**src/rtl/fetch_sequencer.sv**
```systemverilog
// Instruction-fetch control stage for the KGPMini core.
// Issues one instruction-memory read per PC value, holds the returned word
// for decode under a valid/ready handshake, and steers the external program
// counter through next_pc (holding it by feeding pc_in back when stalled).
module fetch_sequencer #(
   parameter logic [31:0] RESET_INSTR = 32'h0000_0000
) (
   input  logic        clk,
   input  logic        reset,
   input  logic [31:0] pc_in,
   output logic [31:0] next_pc,
   input  logic        branch_taken,
   input  logic [31:0] branch_target,
   output logic        imem_req,
   output logic [31:0] imem_addr,
   input  logic        imem_ack,
   input  logic [31:0] imem_rdata,
   output logic [31:0] instr_out,
   output logic [31:0] instr_pc,
   output logic        instr_valid,
   input  logic        instr_ready
);

   typedef enum logic [1:0] {
      ST_ISSUE = 2'd0,
      ST_FETCH = 2'd1,
      ST_WAIT  = 2'd2,
      ST_DRAIN = 2'd3
   } state_t;

   state_t      state_q, state_d;
   logic [31:0] addr_q, addr_d;
   logic [31:0] instr_q, instr_d;
   logic [31:0] ipc_q, ipc_d;
   logic        valid_q, valid_d;

   // Redirect targets are word aligned; the low bits are dropped.
   logic [1:0]  unused_tgt_lsb;
   assign unused_tgt_lsb = branch_target[1:0];

   // Sequential PC step; wraps naturally at 2^32.
   function automatic logic [31:0] pc_plus4(input logic [31:0] pc);
      return pc + 32'd4;
   endfunction

   assign imem_req    = (state_q == ST_FETCH) || (state_q == ST_DRAIN);
   assign imem_addr   = addr_q;
   assign instr_out   = instr_q;
   assign instr_pc    = ipc_q;
   assign instr_valid = valid_q;

   // PC steering: redirect first, advance only when the fetched word lands.
   always_comb begin
      next_pc = pc_in;
      if (branch_taken) begin
         next_pc = {branch_target[31:2], 2'b00};
      end else if ((state_q == ST_FETCH) && imem_ack) begin
         next_pc = pc_plus4(pc_in);
      end
   end

   // Next-state and datapath-load decisions for the fetch FSM.
   always_comb begin
      state_d = state_q;
      addr_d  = addr_q;
      instr_d = instr_q;
      ipc_d   = ipc_q;
      valid_d = valid_q;
      // A redirect always kills the held instruction, ready notwithstanding.
      if (branch_taken) begin
         valid_d = 1'b0;
      end
      unique case (state_q)
         ST_ISSUE: begin
            if (branch_taken) begin
               // pc_in is stale this cycle; wait for the redirected PC.
               state_d = ST_ISSUE;
            end else begin
               addr_d  = pc_in;
               state_d = ST_FETCH;
            end
         end
         ST_FETCH: begin
            if (branch_taken) begin
               // Outstanding requests are never withdrawn: drain if not yet acked.
               state_d = imem_ack ? ST_ISSUE : ST_DRAIN;
            end else if (imem_ack) begin
               instr_d = imem_rdata;
               ipc_d   = addr_q;
               valid_d = 1'b1;
               state_d = ST_WAIT;
            end
         end
         ST_WAIT: begin
            if (branch_taken) begin
               state_d = ST_ISSUE;
            end else if (valid_q && instr_ready) begin
               valid_d = 1'b0;
               state_d = ST_ISSUE;
            end
         end
         ST_DRAIN: begin
            // Wait out the stale request; its data is thrown away.
            if (!branch_taken && imem_ack) begin
               state_d = ST_ISSUE;
            end
         end
         default: begin
            state_d = ST_ISSUE;
         end
      endcase
   end

   // State and output registers, cleared asynchronously.
   always_ff @(posedge clk or posedge reset) begin
      if (reset) begin
         state_q <= ST_ISSUE;
         addr_q  <= 32'h0;
         instr_q <= RESET_INSTR;
         ipc_q   <= 32'h0;
         valid_q <= 1'b0;
      end else begin
         state_q <= state_d;
         addr_q  <= addr_d;
         instr_q <= instr_d;
         ipc_q   <= ipc_d;
         valid_q <= valid_d;
      end
   end

endmodule

```
**config.mk**
```make
export PLATFORM = sky130hd
export DESIGN_NAME = fetch_sequencer
export DESIGN_NICKNAME = d
export VERILOG_FILES = /design/src/rtl/fetch_sequencer.sv
export SDC_FILE = /design/constraint.sdc
export NUM_CORES = 1
export LEC_CHECK = 0
export CORE_AREA = 2 2 107 109
export CTS_BUF_LIST = sky130_fd_sc_hd__clkbuf_16
export DETAILED_ROUTE_END_ITERATION = 12
export DIE_AREA = 0 0 109 111
export PLACE_DENSITY = 0.85
export SYNTH_ARGS = -nofsm -noshare
export SYNTH_HDL_FRONTEND = slang
export SYNTH_SLANG_ARGS = --single-unit
```
**constraint.sdc**
```tcl
create_clock -name clk -period 6.56 [get_ports clk]
set_clock_uncertainty 0.05 [all_clocks]
set_input_delay 1.312 -clock clk [delete_from_list [all_inputs] [get_ports clk]]
set_output_delay 1.312 -clock clk [all_outputs]
set_load 0.01 [all_outputs]
```
**Word level (Yosys, flattened, before mapping)**

Cells that the tools add are included.

- Shifts and indexed selects: 0
- Multiplexer cells: 16
- $add $sub $neg: 1
- Bitwise operators: 1
- Multipliers: 0
- Equality and inequality tests: 6
- Divide/modulo/power cells: 0
- Reduce and logical (&&, ||, !) cells: 9
- Magnitude comparators: 0

Operators by type and width:

| operator | count |
|---|---|
| 32-bit two-way mux | 2 |
| 32-bit by 3-bit adder with 32-bit output, second input constant | 1 |
| 2-bit two-way mux | 6 |
| 2-bit one-hot mux with 4 select lines | 1 |
| 1-bit two-way mux | 6 |
| 3-bit != test, second input constant | 2 |
| 3-bit AND reduction | 2 |
| 2-bit equality test, second input constant | 2 |
| 1-bit logical AND | 3 |
| 2-bit by 1-bit equality test with 1-bit output, second input constant | 1 |
| 2-bit zero test | 1 |
| 2-bit by 1-bit != test with 1-bit output, second input constant | 1 |
| 1-bit one-hot mux with 2 select lines | 1 |
| 2-bit AND reduction | 1 |
| 1-bit zero test | 1 |
| 1-bit logical OR | 1 |
| 1-bit NOT | 1 |

- Memories kept: 0
- Output and inout port bits: 130
- Memory bits (read-only): 0
- Word-level logic and storage cells: 38
- Bits in latches: 0
- Register bits: 99
- Memory bits (writable): 0

**Longest topological paths before layout**

- Depth after elaboration: 4
- Gate-level depth with buffers: 9
- Depth with buffers taken out: 7

**Worst setup path after synthesis**

Ideal clock, no wire load.

- Kind: input port to output port
- Start: input pc_in[15]
- End: output next_pc[28]
- Buffers on the path: 1
- Path slack: 2,298 ps
- Arrival time: 2,900 ps
- Cell stages on the path: 6
- Required time: 5,198 ps
- Path through: and3_1 > nand3_2 > or4_1 > buf_2 > or3_1 > a31oi_1

- Longest elaborated chain between the ends: 3

RTL lines:

| item | RTL line | RTL |
|---|---|---|
| start, declared | 10 | `input logic [31:0] pc_in,` |
| 32-bit by 3-bit adder with 32-bit output | 43 | `return pc + 32'd4;` |
| 32-bit two-way mux | 57 | `end else if ((state_q == ST_FETCH) && imem_ack) begin` |
| 32-bit two-way mux | 55 | `if (branch_taken) begin` |
| end, declared | 11 | `output logic [31:0] next_pc,` |

No other way between the ends.

**Worst setup path in the final report**

- Start: input pc_in[7]
- End: output next_pc[28]

The elaborated chain is that of the path after synthesis.

==> metrics.txt <==
# TYPE chip_impl_metric gauge
chip_impl_metric{name="synth_sequential_area_ratio",unit="%"} 52.2
chip_impl_metric{name="yosys_warnings",unit=""} 0
chip_impl_metric{name="avgRoutedWirePerCell",unit="um"} 17.0
chip_impl_metric{name="critical_path_required",unit="ns"} 5.20
chip_impl_metric{name="post-route-drc-count",unit=""} 0
chip_impl_metric{name="detail_route.iter0.violations",unit=""} 123
chip_impl_metric{name="timing.max_cap.violations",unit=""} 0
chip_impl_metric{name="crit_fanout",unit=""} 11
chip_impl_metric{name="post_cts_resize_count",unit=""} 0
chip_impl_metric{name="globalRouteOverflowTotal",unit=""} 0
chip_impl_metric{name="grt_first_pass_wirelength",unit="um"} 21100
chip_impl_metric{name="syn-num-nets",unit=""} 509
chip_impl_metric{name="synthToLayoutAreaGrowth",unit="%"} 56.8
chip_impl_metric{name="cts-root-to-sink-buffers",unit=""} 2
chip_impl_metric{name="maximum_achievable_frequency",unit="MHz"} 176
chip_impl_metric{name="finalWeightedCongestion",unit=""} 0.789
chip_impl_metric{name="internal_power",unit="W"} 0.00208
chip_impl_metric{name="vdd.ir_drop.worst",unit="mV"} 0.263
chip_impl_metric{name="core_area",unit="sq um"} 11100
chip_impl_metric{name="netSwitchingPower",unit="W"} 0.000952
chip_impl_info{name="tritoncts_clock_tree",value="built"} 1
chip_impl_metric{name="top_level_ports",unit=""} 231
chip_impl_metric{name="synthesized_cell_area",unit="sq um"} 4750
chip_impl_metric{name="post-route-period-util",unit="%"} 86.4
chip_impl_metric{name="finalMaxSlewViolations",unit=""} 0
chip_impl_metric{name="tot_gr_track_use",unit="%"} 22.3
chip_impl_metric{name="initial_core_util",unit="%"} 42.9
chip_impl_metric{name="setup-violations-final",unit=""} 0
chip_impl_metric{name="synth_cell_types",unit=""} 40
chip_impl_metric{name="grt_start_max_net_pins",unit=""} 90
chip_impl_metric{name="share_of_the_synthesized_area_in_the_top_cell_type",unit="%"} 52.2
chip_impl_metric{name="power.clock.fraction",unit="%"} 16.2
chip_impl_metric{name="place.detailed.hpwl",unit="um"} 9870
chip_impl_metric{name="drt-total-wl",unit="um"} 13100
chip_impl_info{name="run_status",value="complete, no violations"} 1
chip_impl_metric{name="stdcell_count",unit=""} 771
chip_impl_metric{name="final_nets",unit=""} 730
chip_impl_metric{name="first_global_vias",unit=""} 4204
chip_impl_metric{name="port-buffer-count",unit=""} 228
chip_impl_info{name="hold_class",value="reg -> reg"} 1
chip_impl_metric{name="placed_cells",unit=""} 755
chip_impl_metric{name="power_per_cell_area",unit="nW/um^2"} 408
chip_impl_metric{name="clkLatencyLatePin",unit="ns"} 0.33
chip_impl_info{name="rsz0062_at_grt",value="no"} 1
chip_impl_metric{name="period_needed",unit="ns"} 5.67
chip_impl_metric{name="post-cts-setup-buffers",unit=""} 0
chip_impl_info{name="post_synth_main_area_contributors",value="sky130_fd_sc_hd__dfrtp_1 52%, sky130_fd_sc_hd__mux2_2 23%, sky130_fd_sc_hd__nand2_1 3.1%, sky130_fd_sc_hd__o21ai_0 2.7%, sky130_fd_sc_hd__xnor2_1 2.4%"} 1
chip_impl_metric{name="antennaDiodeCount",unit=""} 0
chip_impl_metric{name="antenna_found_initial",unit=""} 0
chip_impl_metric{name="clock_tree.htree_level_count",unit=""} 3
chip_impl_metric{name="cts.clk_slew.worst_paths",unit="ns"} 0.07
chip_impl_info{name="cts_root_buffer",value="sky130_fd_sc_hd__clkbuf_16"} 1
chip_impl_info{name="start_kind",value="input port"} 1
chip_impl_metric{name="cts-hold-fix-buffers",unit=""} 0
chip_impl_metric{name="final_layout_size_suffix_gt1_share",unit="%"} 19.9
chip_impl_metric{name="total_negative_setup_slack",unit="ns"} 0
chip_impl_metric{name="hold_viol_final",unit=""} 0
chip_impl_metric{name="flip_flop_and_latch_count_after_synthesis",unit=""} 99
chip_impl_metric{name="post_synth_inst_count",unit=""} 402
chip_impl_metric{name="num_rows",unit=""} 39
chip_impl_metric{name="pwr-share-seq",unit="%"} 36.3
chip_impl_metric{name="drtAntennaViolNets",unit=""} 0
chip_impl_info{name="netlist.top_cell.by_area",value="sky130_fd_sc_hd__dfrtp_1"} 1
chip_impl_metric{name="fp.dieArea",unit="sq um"} 12100
chip_impl_metric{name="total_leakage_power",unit="nW"} 3.02
chip_impl_metric{name="drt_first_pass_iters",unit=""} 4
chip_impl_metric{name="detailroute.via_count",unit=""} 3884
chip_impl_info{name="crit_type",value="in -> out"} 1
chip_impl_metric{name="max_slew_margin",unit="%"} 27.4
chip_impl_metric{name="viasPerCell",unit=""} 5.04
chip_impl_metric{name="combPwrFrac",unit="%"} 47.5
chip_impl_metric{name="synth.avg_cell_area",unit="sq um"} 11.8
chip_impl_metric{name="arrival_time_of_the_worst_setup_path",unit="ns"} 4.30
chip_impl_metric{name="timing_worst_slew_pin_value",unit="ns"} 1.09
chip_impl_metric{name="dieHeight",unit="um"} 111
chip_impl_metric{name="chipWidth",unit="um"} 109
chip_impl_metric{name="power.share.switching",unit="%"} 31.4
chip_impl_info{name="timing.critical_path.to_type",value="output pin"} 1
chip_impl_metric{name="tritoncts.num_buffers",unit=""} 9
chip_impl_metric{name="cts_sinks",unit=""} 99
-- synth_stat cells (all sizes together) --
cell type  number
or4             2
dfrtp          99
o21a            1
clkbuf         14
nor2b           3
nand2b          2
buf             7
nand2          39
or3             3
o31a            1
xnor2          13
a211o           1
o21ai          27
a21boi          1
and4            2
nor3            6
nor2           11
ha              6
o31ai           1
o32ai           1
nor4            4
inv             8
mux2i           2
nand3          16
and2            3
mux2           99
o211ai          1
and3            8
or2             2
xor2           11
a31oi           2
a21oi           3
nand4           3
-- kinds of logic (layout without fill, tap and decap cells) --
logic type               after synthesis  in the layout  synth area share, %
AO/OA/AOI/OAI                         39             39                 4.61
XOR/XNOR                              24             24                 4.43
adder cells (fa/ha/maj)                6              6                 1.58
buffers and inverters                 29            255                 2.40
flip-flops                            99             99                 52.2
multiplexers                         101            101                 23.9
AND/OR/NAND/NOR                      104            104                 10.9
-- placed cells by master (no fill, tap or decap), types with 8 or more instances in the layout --
cell type	Yosys	final
sky130_fd_sc_hd__xnor2_1	13	13
sky130_fd_sc_hd__nor2_1	11	11
sky130_fd_sc_hd__nand2_1	39	39
sky130_fd_sc_hd__nand3_1	15	14
sky130_fd_sc_hd__clkbuf_16	0	9
sky130_fd_sc_hd__dfrtp_1	99	99
sky130_fd_sc_hd__xor2_1	11	11
sky130_fd_sc_hd__clkdlybuf4s50_1	0	227
sky130_fd_sc_hd__o21ai_0	26	26
sky130_fd_sc_hd__mux2_2	99	99
sky130_fd_sc_hd__and3_1	8	8
-- per-layer routing --
metal | part of all wire (%) | vias to the layer above | global-route usage, % | wire, um
met3 | 6.1 | 18 | 5.41 | 797
met4 | 1.7 | 0 | 6.07 | 216
met1 | 39 | 1907 | 25.5 | 5070
met2 | 54 | 111 | 40.6 | 7000
met5 | 0 | - | 0 | 0
li1 | - | 1848 | - | -
-- registers in the layout, summed over array words and instances, names as in the netlist --
register	count
imem_addr	32
instr_out	32
instr_pc	32
state_q	2
instr_valid	1
-- area by class of cell --
cell class,instances,area [sq um]
flip-flops and latches,99,2480
repair buffers,231,2300
multi-input cells,274,2180
clock inverters,7,53.8
inverters,8,32.5
clock buffers,9,225
fillers,836,3630
well taps,143,179
-- worst max-delay path: stages --
cell	delay (ns)
sky130_fd_sc_hd__clkdlybuf4s50_1	0.61
sky130_fd_sc_hd__nand4_2	0.19
sky130_fd_sc_hd__or2_0	0.25
sky130_fd_sc_hd__buf_4	0.18
sky130_fd_sc_hd__or4_1	0.67
sky130_fd_sc_hd__or3_1	0.36
sky130_fd_sc_hd__a31oi_1	0.17
sky130_fd_sc_hd__clkdlybuf4s50_1	0.55
-- power groups by stage --
stage	clock network (W)	logic, W	registers (W)
floorplan	0	0.000469	0.00123
global placement	0	0.00142	0.00109
detailed placement	0	0.00146	0.00112
CTS	0.000505	0.00146	0.00111
global route	0.000529	0.00154	0.00114
finish	0.000490	0.00144	0.00110
-- worst paths after layout --
| check | start | to | slack, ns | cells past startpoint |
|---|---|---|---|---|
| max | pc_in[7] | next_pc[28] | 0.89 | 8 |
| min | instr_out[13] | instr_out[13] | 0.45 | 1 |
| max reg2reg | state_q[1] | instr_out[3] | 4.12 | 4 |
| min reg2reg | instr_out[13] | instr_out[13] | 0.45 | 1 |
| max in group asynchronous | reset | instr_pc[8] | 4.00 | 3 |
| min in group asynchronous | reset | instr_out[12] | 1.17 | 2 |
-- metrics by stage --
step | area (sq um) | util (%) | power, W | worst slack, ns | hold slack [ns]
after floorplan | 4750 | - | 0.00170 | 2.30 | 0.484
after global placement | 7160 | 64.7 | 0.00251 | 0.936 | 0.436
after detailed placement | 7160 | 64.7 | 0.00257 | 0.867 | 0.442
after CTS | 7440 | 67.2 | 0.00308 | 0.877 | 0.458
after global routing | 7440 | 67.2 | 0.00321 | 0.765 | 0.468
final | 7440 | 67.2 | 0.00303 | 0.893 | 0.455
(Power assumes the default switching activity.)
